$ cat config.mk
export PLATFORM = sky130hd
export DESIGN_NAME = piso_serializer_flat
export DESIGN_NICKNAME = d
export VERILOG_FILES = /design/src/rtl/piso_serializer_pkg.sv /design/src/rtl/piso_serializer_if.sv /design/src/rtl/piso_bit_counter.sv /design/src/rtl/piso_serializer.sv /design/src/flat_wrapper.sv
export SDC_FILE = /design/constraint.sdc
export NUM_CORES = 1
export LEC_CHECK = 0
export ABC_AREA = 1
export CAP_MARGIN = 20
export CORE_ASPECT_RATIO = 0.9
export CORE_MARGIN = 5
export CORE_UTILIZATION = 46
export CTS_BUF_LIST = sky130_fd_sc_hd__clkbuf_4
export DETAILED_ROUTE_END_ITERATION = 7
export GPL_ROUTABILITY_DRIVEN = 0
export PLACE_DENSITY = 0.76
export SYNTH_ARGS = -nofsm -noshare
export SYNTH_HDL_FRONTEND = slang
export SYNTH_SLANG_ARGS = --single-unit
$ cat constraint.sdc
create_clock -name clk -period 1.15 [get_ports clk]
set_clock_uncertainty 0.1 [all_clocks]
set_input_delay 0.345 -clock clk [delete_from_list [all_inputs] [get_ports clk]]
set_output_delay 0.345 -clock clk [all_outputs]
set_load 0.005 [all_outputs]
$ cat src/rtl/piso_serializer_pkg.sv
// Shared types and helpers for the serializer family.
// Holds the shift FSM encoding and the bit-counter width function.
package piso_serializer_pkg;

   typedef enum logic [0:0] {
      ST_IDLE  = 1'b0,
      ST_SHIFT = 1'b1
   } state_t;

   // Never returns 0, so a counter for N=2 still has one bit
   function automatic int piso_clog2(input int value);
      int w;
      w = 1;
      while ((1 << w) < value) begin
         w = w + 1;
      end
      return w;
   endfunction

endpackage

$ cat src/rtl/piso_serializer_if.sv
// Word-in / bit-out bundle of the serializer.
// The master side supplies words; the slave side is the serializer itself.
interface piso_serializer_if #(
   parameter int N = 8
);
   logic         din_valid;
   logic         din_ready;
   logic [N-1:0] din;
   logic         dout;
   logic         dout_valid;
   logic         sof;
   logic         eof;

   modport master (
      output din_valid, din,
      input  din_ready, dout, dout_valid, sof, eof
   );

   modport slave (
      input  din_valid, din,
      output din_ready, dout, dout_valid, sof, eof
   );
endinterface

$ cat src/rtl/piso_bit_counter.sv
// Enabled modulo-N bit index counter with a registered terminal-count flag.
// Shared between the serializer and the matching deserializer.
module piso_bit_counter
   import piso_serializer_pkg::*;
#(
   parameter  int N     = 8,
   localparam int CNT_W = piso_clog2(N)
) (
   input  logic             clk,
   input  logic             rst_n,
   input  logic             en,
   output logic [CNT_W-1:0] cnt,
   output logic             tc
);

   localparam logic [CNT_W-1:0] LAST = CNT_W'(N - 1);

   logic [CNT_W-1:0] cnt_r;
   logic [CNT_W-1:0] cnt_s;
   logic             tc_r;

   // Next index: wrap to zero after the last bit, otherwise step by one
   always_comb begin
      cnt_s = cnt_r;
      if (en) begin
         if (cnt_r == LAST) begin
            cnt_s = {CNT_W{1'b0}};
         end else begin
            cnt_s = cnt_r + CNT_W'(1);
         end
      end else begin
         cnt_s = cnt_r;
      end
   end

   // Counter and terminal-count registers; tc tracks cnt_r == LAST exactly
   always_ff @(posedge clk or negedge rst_n) begin
      if (!rst_n) begin
         cnt_r <= {CNT_W{1'b0}};
         tc_r  <= 1'b0;
      end else begin
         cnt_r <= cnt_s;
         tc_r  <= (cnt_s == LAST);
      end
   end

   assign cnt = cnt_r;
   assign tc  = tc_r;

endmodule

$ cat src/rtl/piso_serializer.sv
// Parallel-in / serial-out converter with valid/ready input and sof/eof markers.
// A new word may load on the last bit of the current frame, giving a gapless stream.
module piso_serializer
   import piso_serializer_pkg::*;
#(
   parameter int   N          = 8,
   parameter bit   MSB_FIRST  = 1'b1,
   parameter logic IDLE_LEVEL = 1'b0
) (
   input  logic             clk,
   input  logic             rst_n,
   input  logic             ena,
   piso_serializer_if.slave bus
);

   localparam int CNT_W = piso_clog2(N);

   state_t           state_r, state_s;
   logic [N-1:0]     shreg_r, shreg_s;
   logic             dout_r, dout_s;
   logic             dout_valid_r, dout_valid_s;
   logic             sof_r, sof_s;
   logic             eof_r, eof_s;
   logic [CNT_W-1:0] cnt_s;
   logic             tc_s;
   logic             ready_s;
   logic             accept_s;
   logic             first_bit_s;

   // The counter only advances while shifting; leaving SHIFT wraps it back to 0
   piso_bit_counter #(.N(N)) u_bit_counter (
      .clk   (clk),
      .rst_n (rst_n),
      .en    (ena && (state_r == ST_SHIFT)),
      .cnt   (cnt_s),
      .tc    (tc_s)
   );

   assign ready_s       = ena && ((state_r == ST_IDLE) || tc_s);
   assign accept_s      = ready_s && bus.din_valid;
   assign first_bit_s   = MSB_FIRST ? bus.din[N-1] : bus.din[0];
   assign bus.din_ready = ready_s;

   // Next-state and next-output logic; everything holds while ena is low
   always_comb begin
      state_s      = state_r;
      shreg_s      = shreg_r;
      dout_s       = dout_r;
      dout_valid_s = dout_valid_r;
      sof_s        = sof_r;
      eof_s        = eof_r;
      if (!ena) begin
         state_s = state_r;
      end else if (accept_s) begin
         state_s      = ST_SHIFT;
         shreg_s      = bus.din;
         dout_s       = first_bit_s;
         dout_valid_s = 1'b1;
         sof_s        = 1'b1;
         eof_s        = 1'b0;
      end else begin
         case (state_r)
            ST_SHIFT: begin
               if (!tc_s) begin
                  shreg_s = MSB_FIRST ? {shreg_r[N-2:0], 1'b0} : {1'b0, shreg_r[N-1:1]};
                  dout_s  = MSB_FIRST ? shreg_r[N-2] : shreg_r[1];
                  sof_s   = 1'b0;
                  eof_s   = (cnt_s == CNT_W'(N - 2));
               end else begin
                  state_s      = ST_IDLE;
                  dout_s       = IDLE_LEVEL;
                  dout_valid_s = 1'b0;
                  sof_s        = 1'b0;
                  eof_s        = 1'b0;
               end
            end
            ST_IDLE: begin
               state_s = ST_IDLE;
            end
            default: begin
               state_s      = ST_IDLE;
               dout_s       = IDLE_LEVEL;
               dout_valid_s = 1'b0;
               sof_s        = 1'b0;
               eof_s        = 1'b0;
            end
         endcase
      end
   end

   // State and registered serial outputs
   always_ff @(posedge clk or negedge rst_n) begin
      if (!rst_n) begin
         state_r      <= ST_IDLE;
         shreg_r      <= {N{1'b0}};
         dout_r       <= IDLE_LEVEL;
         dout_valid_r <= 1'b0;
         sof_r        <= 1'b0;
         eof_r        <= 1'b0;
      end else begin
         state_r      <= state_s;
         shreg_r      <= shreg_s;
         dout_r       <= dout_s;
         dout_valid_r <= dout_valid_s;
         sof_r        <= sof_s;
         eof_r        <= eof_s;
      end
   end

   assign bus.dout       = dout_r;
   assign bus.dout_valid = dout_valid_r;
   assign bus.sof        = sof_r;
   assign bus.eof        = eof_r;

endmodule

$ cat src/flat_wrapper.sv
// flat-port wrapper written by rule: the top's interface ports become plain ports
module piso_serializer_flat import piso_serializer_pkg::*;
#(
   parameter int   N          = 8,
   parameter bit   MSB_FIRST  = 1'b1,
   parameter logic IDLE_LEVEL = 1'b0
)
  (clk, rst_n, ena, bus_din_valid, bus_din, bus_din_ready, bus_dout, bus_dout_valid, bus_sof, bus_eof);
  piso_serializer_if #(.N(N)) bus_i ();
  input  logic clk;
  input  logic rst_n;
  input  logic ena;
  input wire logic [$bits(bus_i.din_valid)-1:0] bus_din_valid;
  input wire logic [$bits(bus_i.din)-1:0] bus_din;
  output wire logic [$bits(bus_i.din_ready)-1:0] bus_din_ready;
  output wire logic [$bits(bus_i.dout)-1:0] bus_dout;
  output wire logic [$bits(bus_i.dout_valid)-1:0] bus_dout_valid;
  output wire logic [$bits(bus_i.sof)-1:0] bus_sof;
  output wire logic [$bits(bus_i.eof)-1:0] bus_eof;
  assign bus_i.din_valid = bus_din_valid;
  assign bus_i.din = bus_din;
  assign bus_din_ready = bus_i.din_ready;
  assign bus_dout = bus_i.dout;
  assign bus_dout_valid = bus_i.dout_valid;
  assign bus_sof = bus_i.sof;
  assign bus_eof = bus_i.eof;
  piso_serializer #(.N(N), .MSB_FIRST(MSB_FIRST), .IDLE_LEVEL(IDLE_LEVEL)) u_core (.clk(clk), .rst_n(rst_n), .ena(ena), .bus(bus_i));
endmodule
# Word-level counts from Yosys, hierarchy flattened
# Index checks and enable logic that the tools add are counted.
# totals
ff_bits	16
inputBits	12
out_inout_bits	5
elab_cells	42
# op_classes
addsub	1
n_eq_ne	4
mux	19
bitwise_logic	1
reduce_logical	9
# op_table
op	count
$mux W7	3
$mux W1	13
$eq A3 B3 Y1 const B	3
$mux W3	2
$reduce_and A3 Y1	2
$reduce_bool A2 Y1	2
$add A3 B1 Y3 const B	1
$logic_and A1 B1 Y1	3
$ne A2 B1 Y1 const B	1
$pmux W1 S2	1
$reduce_and A2 Y1	1
$logic_or A1 B1 Y1	1
$not A1 Y1	1

# Logic depth before layout (Yosys ltp)
# depth
depth_word	6
depth_mapped	7
ltp_nobuf	7

# Modules after synthesis
# From an unflattened synthesis, not the netlist that was laid out.
# unflattened
hier_cells	105
area_unflattened_um2	837.1
# modules_own_cells
mod	instances	cells_each	area_each_um2	seq_area_each_um2
piso_serializer	1	83	641.9	300.3
piso_bit_counter	1	22	195.2	100.1

# Worst setup path after synthesis
# Ideal clock, no wire load.
# synth_path
path_type	reg-to-reg
from	register u_core.u_bit_counter.cnt_r[0] (netlist: u_core.u_bit_counter.cnt[0])
to	register u_core.u_bit_counter.tc_r (netlist: u_core.u_bit_counter.tc)
setup_time_ns	0.071
t_arrival_ns	1.065
required_ns	0.979
path_slack_ns	-0.086
stages_incl_launch_ff	8
n_path_buf	0
period_less_slack_ns	1.236
path_cell_list	dfrtp_1 > ha_1 > ha_1 > nor2_1 > nand2_1 > o21ai_0 > inv_1 > nor2_1
# synth_via
elab_chain_cells	4
elab_cells_between_ends	5
classes_between	add/sub (1); eq/ne (2); mux (2)
# synth_rtl
element	line	source
start, declared	piso_bit_counter.sv:18	logic [CNT_W-1:0] cnt_r;
start signal, assigned	piso_bit_counter.sv:39	cnt_r <= {CNT_W{1'b0}};
start signal, assigned	piso_bit_counter.sv:42	cnt_r <= cnt_s;
$add A3 B1 Y3 / $eq A3 B3 Y1 (equally long branches)	piso_bit_counter.sv:29, piso_bit_counter.sv:26	
$mux W3	piso_bit_counter.sv:26	if (cnt_r == LAST) begin
$mux W3 *	piso_bit_counter.sv:25	if (en) begin
net u_core.u_bit_counter.cnt_s[0]	piso_bit_counter.sv:19	logic [CNT_W-1:0] cnt_s;
$eq A3 B3 Y1 *	piso_bit_counter.sv:43	tc_r <= (cnt_s == LAST);
end signal, assigned	piso_bit_counter.sv:43	
end, declared	piso_bit_counter.sv:20	logic tc_r;
# The timed path passes the listed nets; every way through them passes the cells marked *.
# A chain may end at the register's enable or synchronous reset.

# Worst setup path in the final report
# layout_path
from	register u_core.u_bit_counter.tc_r (netlist: u_core.u_bit_counter.tc)
to	output bus_din_ready
# layout_via
elab_chain_cells	2
# layout_rtl
element	line	source
$logic_or A1 B1 Y1	piso_serializer.sv:39	assign ready_s = ena && ((state_r == ST_IDLE) || tc_s);
$logic_and A1 B1 Y1	piso_serializer.sv:39	
end, declared	flat_wrapper.sv:15	output wire logic [$bits(bus_i.din_ready)-1:0] bus_din_ready;
# No other way between the ends.

==> results.md <==
* Synth Register Bits at 16
* Pin count of the biggest net entering global routing at 17
* Post-synthesis sequential area ratio at 49.2%
* Status: complete, but fails checks
* Syn Std Cell Area at 813 um2
* Root Driver: clkbuf_4
* Tcrit/Tclk final at 121%
* Core Footprint at 0.00168 mm2
* Synth cell types at 13
* Vias in the first global route at around 800
* Clock slew seen by the registers of the worst setup and hold paths at 0.09 ns
* Post-route minimum period at 1.39 ns
* Crit path buf inv count at 2
* Number of hold-repair buffers added at the cts stage at 0
* Num Clock Sinks at 16
* Post-DP HPWL at 1370 um
* Clk_lat worst skew at 0.29 ns
* Critical Path End Type: primary output
* Die Ht at roughly 50 um
* Drt pass-1 iters at 4
* CTS tree: yes
* Mapped Cells at 105
* Yosys warns at 0
* Fmax at between 700 and 800 MHz
* Final Core Density at 76.9%
* Drt drc at 0
* Grt total ovfl at 0
* CP max stage cell: dfrtp_1
* Final antenna-violating net count at 0
* Worst hold path type: in2async
* Vias at 850
* Pleak at 0.720 nW
* Maximum root-to-sink buffer count at 2
* Top Ports at 17
* Worst Path Arrival at 0.95 ns
* Cell class contributing the biggest share of worst-path delay: flip-flops
* CP max stage delay at 0.37 ns
* Fin. max-slew vios at 0
* Worst slew margin at between 80% and 90%
* Average routed wire per standard cell at approximately 14 um
* Layout cells sized above 1 at 37.6%
* CP required at 0.70 ns
* TNS Setup at -1.83 ns
* Startpoint types: register
* Area Growth Syn to Fin at 59.1%
* Max VDD drop at 1.29 mV
* Power Dens Cells at 1850 mW/mm2
* Reg2Reg Depth at 6
* CP Cell Sequence: inv_2 -> a21boi_2 -> buf_2
* Via density per instance at roughly 4.9
* MaxCap Viol Count at 0
* Placed inst area at 0.00112 mm2
* Final Cell Area at 0.00129 mm2
* Total chip power at 2.40 mW
* RSZ-0062 raised after global routing: yes
* Worst-Margin Slew at around 0.21 ns
* Setup ws final at -0.242 ns
* Number of diodes at 0
* Starting Density at 48.4%
* Die Width at 54.3 um
* Reg-to-Reg End: u_core.shreg_r[6]$_DFFE_PN0P_
* Initial antenna violation count at 0
* RR Startpoint: u_core.state_r$_DFFE_PN0P_
* First-pass GRT wire length at about 3500 um
* Flop-to-flop setup slack at -0.14 ns
* Syn Nets at 120
* Port Buf Inserts at 16
* FP Rows at 14
* Final nets at 166
* CTS Buf Count at 3
* Total global-route track usage at between 10% and 20%
* Hold Vio Cnt, Final at 0
* Setup-failing EPs final at 18
* Critical path fanouts, max at 2
* CTS HTree Levels at 1
* DR iter-0 viols at 12
* Die Footprint at about 0.0027 mm2
* Syn Area/Cell at 7.75 um2
* Failing checks: negative setup slack
* Critical path class: reg2out
* Routed wire length at 2450 um
synthesized netlist by cell type, drive strengths merged:
cell    number  area share [%]
dfrtp       16              49
nor2         3             1.4
ha           3             4.6
o21ai        7             5.7
inv         21             9.7
nand3        9             5.5
a21boi       1            0.92
nand2       45              23
cell usage in the layout (no fill, tap or decap):
master,synthesis,layout
a21boi_2,0,1
buf_12,0,1
buf_2,0,5
buf_4,0,21
buf_6,0,2
clkbuf_4,0,3
clkdlybuf4s50_1,0,9
dfrtp_1,16,16
dlygate4sd2_1,0,2
ha_2,0,1
ha_4,0,2
inv_1,19,17
inv_2,2,3
inv_4,0,1
nand2_1,42,35
nand2_2,1,7
nand2_4,2,3
nand2_8,0,1
nand3_1,9,9
nor2_1,3,2
nor2_4,0,1
o21ai_0,4,1
o21ai_1,2,2
o21ai_2,0,3
o21ai_4,1,1
kinds of logic after synthesis:
logic type	after synthesis	synth area share, %
AND/OR/NAND/NOR	57	29.8
buffers and inverters	21	9.69
flip-flops	16	49.2
AO/OA/AOI/OAI	8	6.62
adder cells (fa/ha/maj)	3	4.62
worst register-to-register path, stage by stage (launching register included):
cell     delay [ns]
dfrtp_1        0.40
buf_6          0.15
nand2_8        0.07
o21ai_4        0.20
inv_2          0.12
nand2_1        0.10
nand2_1        0.06
per-stage QoR:
stage	instances	hold WS, ns	worst slack, ns
floorplan	105	-0.0506	-0.0560
global placement	157	0.363	-0.799
detailed placement	157	0.369	-0.802
CTS	168	0.278	-0.233
global route	173	0.279	-0.288
finish	173	0.276	-0.242
worst max-delay path by stage:
| stage | from | end | slack [ns] | depth (start not counted) |
|---|---|---|---|---|
| floorplan | u_core.u_bit_counter.cnt[1]$_DFF_PN0_ | u_core.u_bit_counter.tc$_DFF_PN0_ | -0.06 | 7 |
| global placement | ena | bus_din_ready | -0.80 | 3 |
| detailed placement | ena | bus_din_ready | -0.80 | 3 |
| finish | u_core.u_bit_counter.tc$_DFF_PN0_ | bus_din_ready | -0.24 | 3 |
| global route | u_core.u_bit_counter.tc$_DFF_PN0_ | bus_din_ready | -0.29 | 3 |
| CTS | u_core.state_r$_DFFE_PN0P_ | bus_din_ready | -0.23 | 2 |
area by class of cell:
cell class | count | area [um2]
fill | 113 | 388
tap | 24 | 30.0
multi-input combinational | 69 | 427
clock buffer | 3 | 22.5
sequential | 16 | 400
inverter | 21 | 81.3
timing repair buffer | 40 | 333
flip-flops by register name, summed over array words and instances (netlist names):
signal / flops
u_core.shreg_r: 7
u_core.u_bit_counter.tc: 1
u_core.bus.eof: 1
u_core.bus.sof: 1
u_core.bus.dout: 1
u_core.bus.dout_valid: 1
u_core.state_r: 1
u_core.u_bit_counter.cnt: 3
report_power, final:
part           switching, mW  internal (mW)  leakage (nW)  total, mW
logic                  0.602          0.625         0.502       1.23
clock network          0.184          0.122        0.0138      0.306
registers              0.120          0.745         0.205      0.865
per-layer routing:
layer / GRT usage (%) / vias to the layer above / share of wire [%] / wire length [um]
met2: 27.9 / 33 / 50 / 1220
met1: 21.0 / 397 / 40 / 984
met4: 10.8 / 0 / 4.4 / 108
met3: 5.12 / 13 / 5.6 / 137
met5: 0 / - / 0 / 0
li1: - / 407 / - / -
what timing repair did:
| action | in CTS | in global routing |
|---|---|---|
| pin swaps | 7 | 8 |
| buffers inserted | 7 | 7 |
| endpoints found under the setup margin | 21 | 20 |
| gates resized for setup | 35 | 12 |
| gates cloned | 1 | 0 |
Note: power is estimated with default switching activity, not from simulation.
==> patch 1, RTL diff (config.mk and constraints unchanged) <==
`N` is set to 8 in 4 places; all go to 9.
--- a/src/rtl/piso_serializer_if.sv
+++ b/src/rtl/piso_serializer_if.sv
@@ -3,3 +3,3 @@
 interface piso_serializer_if #(
-   parameter int N = 8
+   parameter int N = 9
 );
--- a/src/rtl/piso_bit_counter.sv
+++ b/src/rtl/piso_bit_counter.sv
@@ -5,3 +5,3 @@
 #(
-   parameter  int N     = 8,
+   parameter  int N     = 9,
    localparam int CNT_W = piso_clog2(N)
--- a/src/rtl/piso_serializer.sv
+++ b/src/rtl/piso_serializer.sv
@@ -5,3 +5,3 @@
 #(
-   parameter int   N          = 8,
+   parameter int   N          = 9,
    parameter bit   MSB_FIRST  = 1'b1,
--- a/src/flat_wrapper.sv
+++ b/src/flat_wrapper.sv
@@ -3,3 +3,3 @@
 #(
-   parameter int   N          = 8,
+   parameter int   N          = 9,
    parameter bit   MSB_FIRST  = 1'b1,
Interface: changed (resized bus_din); port bits go from 17 to 18. The function was not compared with the original's and may differ.
==> patch 1 against the unedited design <==
Highest routed layer unchanged. Fmax down 9.7%. The run still ends with negative setup slack left. Via count up 15%. Critical path depth up 1. Power up 23%. Critical endpoint unchanged. Clock power up 2%. Largest cell class unchanged. Sequential cell count up 2. Worst setup slack worse by 0.15 ns. Wire length up 16%. Design area up 15%. Area after synthesis up 13%. Utilization up 0.52 points. Sequential share of layout area down 0.57 points.
==> patch 1: results (changes against the unedited design) <==
* Run status: finished with violations
* Failing checks: negative setup slack
* Placed cell count at 169 (+7.6%)
* Register area share after synthesis at 0.492 (-0.000504)
* Final setup TNS at -3.72 ns (-1.89 ns)
* Final setup margin at -0.391 ns (-0.149 ns)
* Endpoints failing setup at 20 (+2)
* Total of fill cells in the finished design at 130 (+15%)
* Worst-Margin Slew at 0.227 ns (+0.0165 ns)
* Initial DRC count at 28 (+16)
* Pre-antenna DRT Iters at 5 (+1)
* IR drop worst, VDD at 1380 uV (+6.3%)
* Synth top area cells: dfrtp_1, nand2_1, inv_1, o211ai_1, nand3_1
* Via/cell ratio at 5.29 (+7.6%)
* Vias in the first global route at 897 (+12%)
* Post-route insts no fill at 185 (+6.9%)
* Compound-Gate Fraction of Synth Area at 0.0970 (+0.0308)
* Mapped Nets at 128 (+6.7%)
* Port-buffer cells at 17 (+1)
* Area of placed instances at 1230 um^2 (+9.8%)
* Max reg flops at 8 (+1)
* Synth cell types at 16 (+3)
* CP arrival at 1.10 ns (+0.15 ns)
* Share of cells above drive strength 1 at 0.406 (+0.0304)
* Leak at 0.773 nW (+7.3%)
## patch 1: per-layer routing
layer  wire [um]  GRT usage  vias to the layer above
li1            -          -                      453
met1        1160      0.183                      470
met2        1440      0.287                       43
met4          78     0.0425                        0
met5           0          0                        -
met3         152     0.0443                       12
## patch 1: final timing paths
check / slack (ns) / to / depth (start not counted) / from
min in group clk: 0.39 / u_core.shreg_r[2] / 2 / u_core.shreg_r[2]
worst min-delay path: 0.28 / u_core.u_bit_counter.cnt[0] / 2 / rst_n
worst max register to register: -0.30 / u_core.shreg_r[7] / 8 / u_core.u_bit_counter.tc
max in group asynchronous: 0.54 / u_core.u_bit_counter.cnt[2] / 2 / rst_n
worst max-delay path: -0.39 / bus_din_ready / 4 / u_core.state_r
worst min register to register: 0.39 / u_core.shreg_r[2] / 2 / u_core.shreg_r[2]
## patch 1: cell type report
| class | instances | area share |
|---|---|---|
| multi-input cells | 75 | 0.333 |
| flip-flops and latches | 18 | 0.304 |
| repair buffers | 43 | 0.267 |
| inverters | 20 | 0.0574 |
| well taps | 25 | 0.0211 |
| clock buffers | 3 | 0.0152 |
| clock inverters | 1 | 0.00253 |
## patch 1: power breakdown
group / switching, mW / total [mW] / internal [mW]
combinational: 0.796 / 1.56 / 0.765
sequential: 0.198 / 1.07 / 0.870
clock: 0.184 / 0.311 / 0.126
total: 1.18 / 2.94 / 1.76
## patch 1: cells by family (layout without fill, tap and decap cells)
| group | after synthesis | in the layout |
|---|---|---|
| DFF | 18 | 18 |
| AOI/OAI and AO/OA | 12 | 12 |
| adders and majority gates | 2 | 2 |
| and+or+nand+nor | 60 | 61 |
| buffers and inverters | 21 | 67 |
## patch 1: worst max-delay path, stage by stage (launching register included)
cell and delay (ns):
dfrtp_1 0.42, nand2_4 0.09, inv_2 0.03, nor2_1 0.12, buf_2 0.15
## patch 1: timing repair
item                                    4_1_cts  5_1_grt
pin swaps                                     8       15
endpoints found under the setup margin       23       23
gates resized for setup                      38       36
setup buffers                                 6        9
cloned                                        0        1
## patch 1: stage by stage
stage               setup WS [ns]   util  hold WS, ns
floorplan                 -0.0363      -      -0.0506
global placement           -0.820  0.643        0.357
detailed placement         -0.812  0.643        0.358
CTS                        -0.337  0.693        0.274
global route               -0.441  0.775        0.277
finish                     -0.391  0.775        0.276
==> patch 2, RTL diff (config.mk and constraints unchanged) <==
Without the edit above. Reset style: synchronous (`rst_n`), changed in 2 clocked blocks.
--- a/src/rtl/piso_bit_counter.sv
+++ b/src/rtl/piso_bit_counter.sv
@@ -36,3 +36,3 @@
    // Counter and terminal-count registers; tc tracks cnt_r == LAST exactly
-   always_ff @(posedge clk or negedge rst_n) begin
+   always_ff @(posedge clk) begin
       if (!rst_n) begin
--- a/src/rtl/piso_serializer.sv
+++ b/src/rtl/piso_serializer.sv
@@ -91,3 +91,3 @@
    // State and registered serial outputs
-   always_ff @(posedge clk or negedge rst_n) begin
+   always_ff @(posedge clk) begin
       if (!rst_n) begin
Check against the original RTL: differs if rst_n is asserted again (counterexample within 4 cycles, from zero or initial values and one cycle with rst_n low); with rst_n held inactive, the same outputs for 10 cycles.
==> patch 2 against the unedited design <==
The flow still finishes with violations (negative setup slack). Sequential cell count unchanged. Global-route usage is 1.4 points lower. Final cell count rose by 8.1%. Design area up 10%. Wire length is 17% higher. Area after synthesis decreased by 2.3%. Worst setup slack better by 0.048 ns. Critical path type unchanged.
Power is not compared: it rests on default switching activity, and its combinational part moved more than twofold at a synthesized area within 25%.
==> patch 2: results (changes against the unedited design) <==
* Routed wl met2 at 1360 um (+12%)
* Register area share after synthesis at 0.403 (-0.0892)
* Asr flop ratio synth at 0 (-1.00)
* CTS Root Cell: clkbuf_4
* # DRC at 0 (unchanged)
* Crit path max-delay cell type: dfxtp_2
* Nets at 179 (+7.8%)
* Worst-Margin Slew at 0.156 ns (-0.0551 ns)
* Worst Setup SP: u_core.u_bit_counter.tc
* Diodes inserted at 0 (unchanged)
* Max incr delay on CP at 0.35 ns (-0.02 ns)
* Mapped Nets at 136 (+13%)
* First-pass GRT wire length at 3400 um (-2.4%)
* Failing checks: negative setup slack
* Hold crit path type: reg2reg
* Power Internal at around 900 uW
* Final setup TNS at -1.59 ns (+0.238 ns)
* DR vias at 993 (+17%)
* Synth Area in Adders at 0.0472 (+0.00109)
* Clock-pin transition on the worst setup and hold timing paths at about 0.1 ns
* IR drop worst, VDD at 771 uV
* Initial DRC count at 56 (+44)
* Met3 usage at 0.0336 (-0.0176)
* Pin count of the biggest net entering global routing at 10 (-7)
* Compound-Gate Fraction of Synth Area at 0.120 (+0.0535)
* Max clock buf depth at 2 (unchanged)
* Number of buffers created by CTS at 3 (unchanged)
* Top cells by count, synth: nand2_1, inv_1, dfxtp_1
* Initial antenna violation count at 0 (unchanged)
* Metal-1 WL at 1190 um (+21%)
* Pre-antenna DRT Iters at 5 (+1)
* DRT Wirelength at 2860 um (+17%)
* Final setup margin at -0.194 ns (+0.0481 ns)
* Top metal layer carrying routed signals: met4
* Met3 WL at 223 um (+63%)
* Synth top area cells: dfxtp_1, nand2_1, inv_1, nand3_1, a21oi_1
* H-tree lvl count at 1 (unchanged)
* Share of cells above drive strength 1 at 0.466 (+0.0904)
* Total of fill cells in the finished design at 82 (-27%)
* Hold Path Origin: u_core.shreg_r[0]
* Max reg flops at 7 (unchanged)
* Synth cell types at 15 (+2)
* Clk Latency, worst-skew pair at 0.29 ns (about the same)
* Port-buffer cells at 16 (unchanged)
* Vias in the first global route at 867 (+7.8%)
* CP arrival at 0.90 ns (-0.05 ns)
* Initial Utilization at 0.477 (-0.00619)
* Post-synthesis mux area share at 0 (unchanged)
* Dpl hpwl at 1420 um (+3.8%)
* Warnings from Yosys at 0 (unchanged)
* Gr usage total at 0.165 (-0.0141)
* Xor-xnor portion of the synthesized cell area at 0 (unchanged)
* Endpoints failing setup at 18 (unchanged)
* Run status: finished with violations
* Met2 usage at 0.262 (-0.0168)
* Area of placed instances at 1130 um^2 (+0.89%)
* CP top delay family: flip-flops
* Hold buffer count at cts at 0 (unchanged)
* M1 GR Usage at 0.226 (+0.0162)
* Reg2reg start: u_core.state_r
## patch 2: cell count changes after synthesis, moves of 2 or more
cell / delta
a21oi_1: +11
dfrtp_1: -16
dfxtp_1: +16
inv_1: +4
inv_2: -2
nand2_1: -7
nand2_4: -2
nand3_1: +4
nor2_1: +5
o21ai_1: -2
## patch 2: what timing repair did
item	CTS	global route
setup endpoints to repair	21	20
gates resized for setup	49	43
cloned	1	1
pin swaps	4	15
buffers inserted	2	3
## patch 2: power groups by stage
stage / clock (mW) / combinational, mW / sequential (mW)
finish: 0.309 / 0.408 / 0.614
detailed placement: 0 / 0.273 / 0.622
floorplan: 0 / 0.137 / 0.621
global placement: 0 / 0.266 / 0.620
global route: 0.340 / 0.442 / 0.618
CTS: 0.299 / 0.294 / 0.611
## patch 2: path summary, 6_finish.rpt
check        slack [ns]  cells past startpoint                      end
min reg2reg        0.41                      2        u_core.shreg_r[0]
min                0.41                      2        u_core.shreg_r[0]
max               -0.19                      3            bus_din_ready
max reg2reg       -0.18                      8  u_core.u_bit_counter.tc
## patch 2: metrics by stage
stage | cells | power [mW] | setup WS (ns) | util | hold slack [ns]
floorplan | 121 | 0.758 | -0.000764 | - | 0.357
global placement | 176 | 0.886 | -0.805 | 0.680 | 0.353
detailed placement | 176 | 0.895 | -0.796 | 0.680 | 0.372
CTS | 183 | 1.20 | -0.180 | 0.733 | 0.386
global route | 187 | 1.40 | -0.236 | 0.859 | 0.429
finish | 187 | 1.33 | -0.194 | 0.859 | 0.415
## patch 2: cell type report
| class | count | share of cell area |
|---|---|---|
| clock buffer | 3 | 0.0158 |
| clock inverter | 1 | 0.00263 |
| inverter | 23 | 0.0622 |
| multi-input combinational | 80 | 0.416 |
| sequential | 16 | 0.235 |
| tap | 24 | 0.0210 |
| timing repair buffer | 40 | 0.248 |
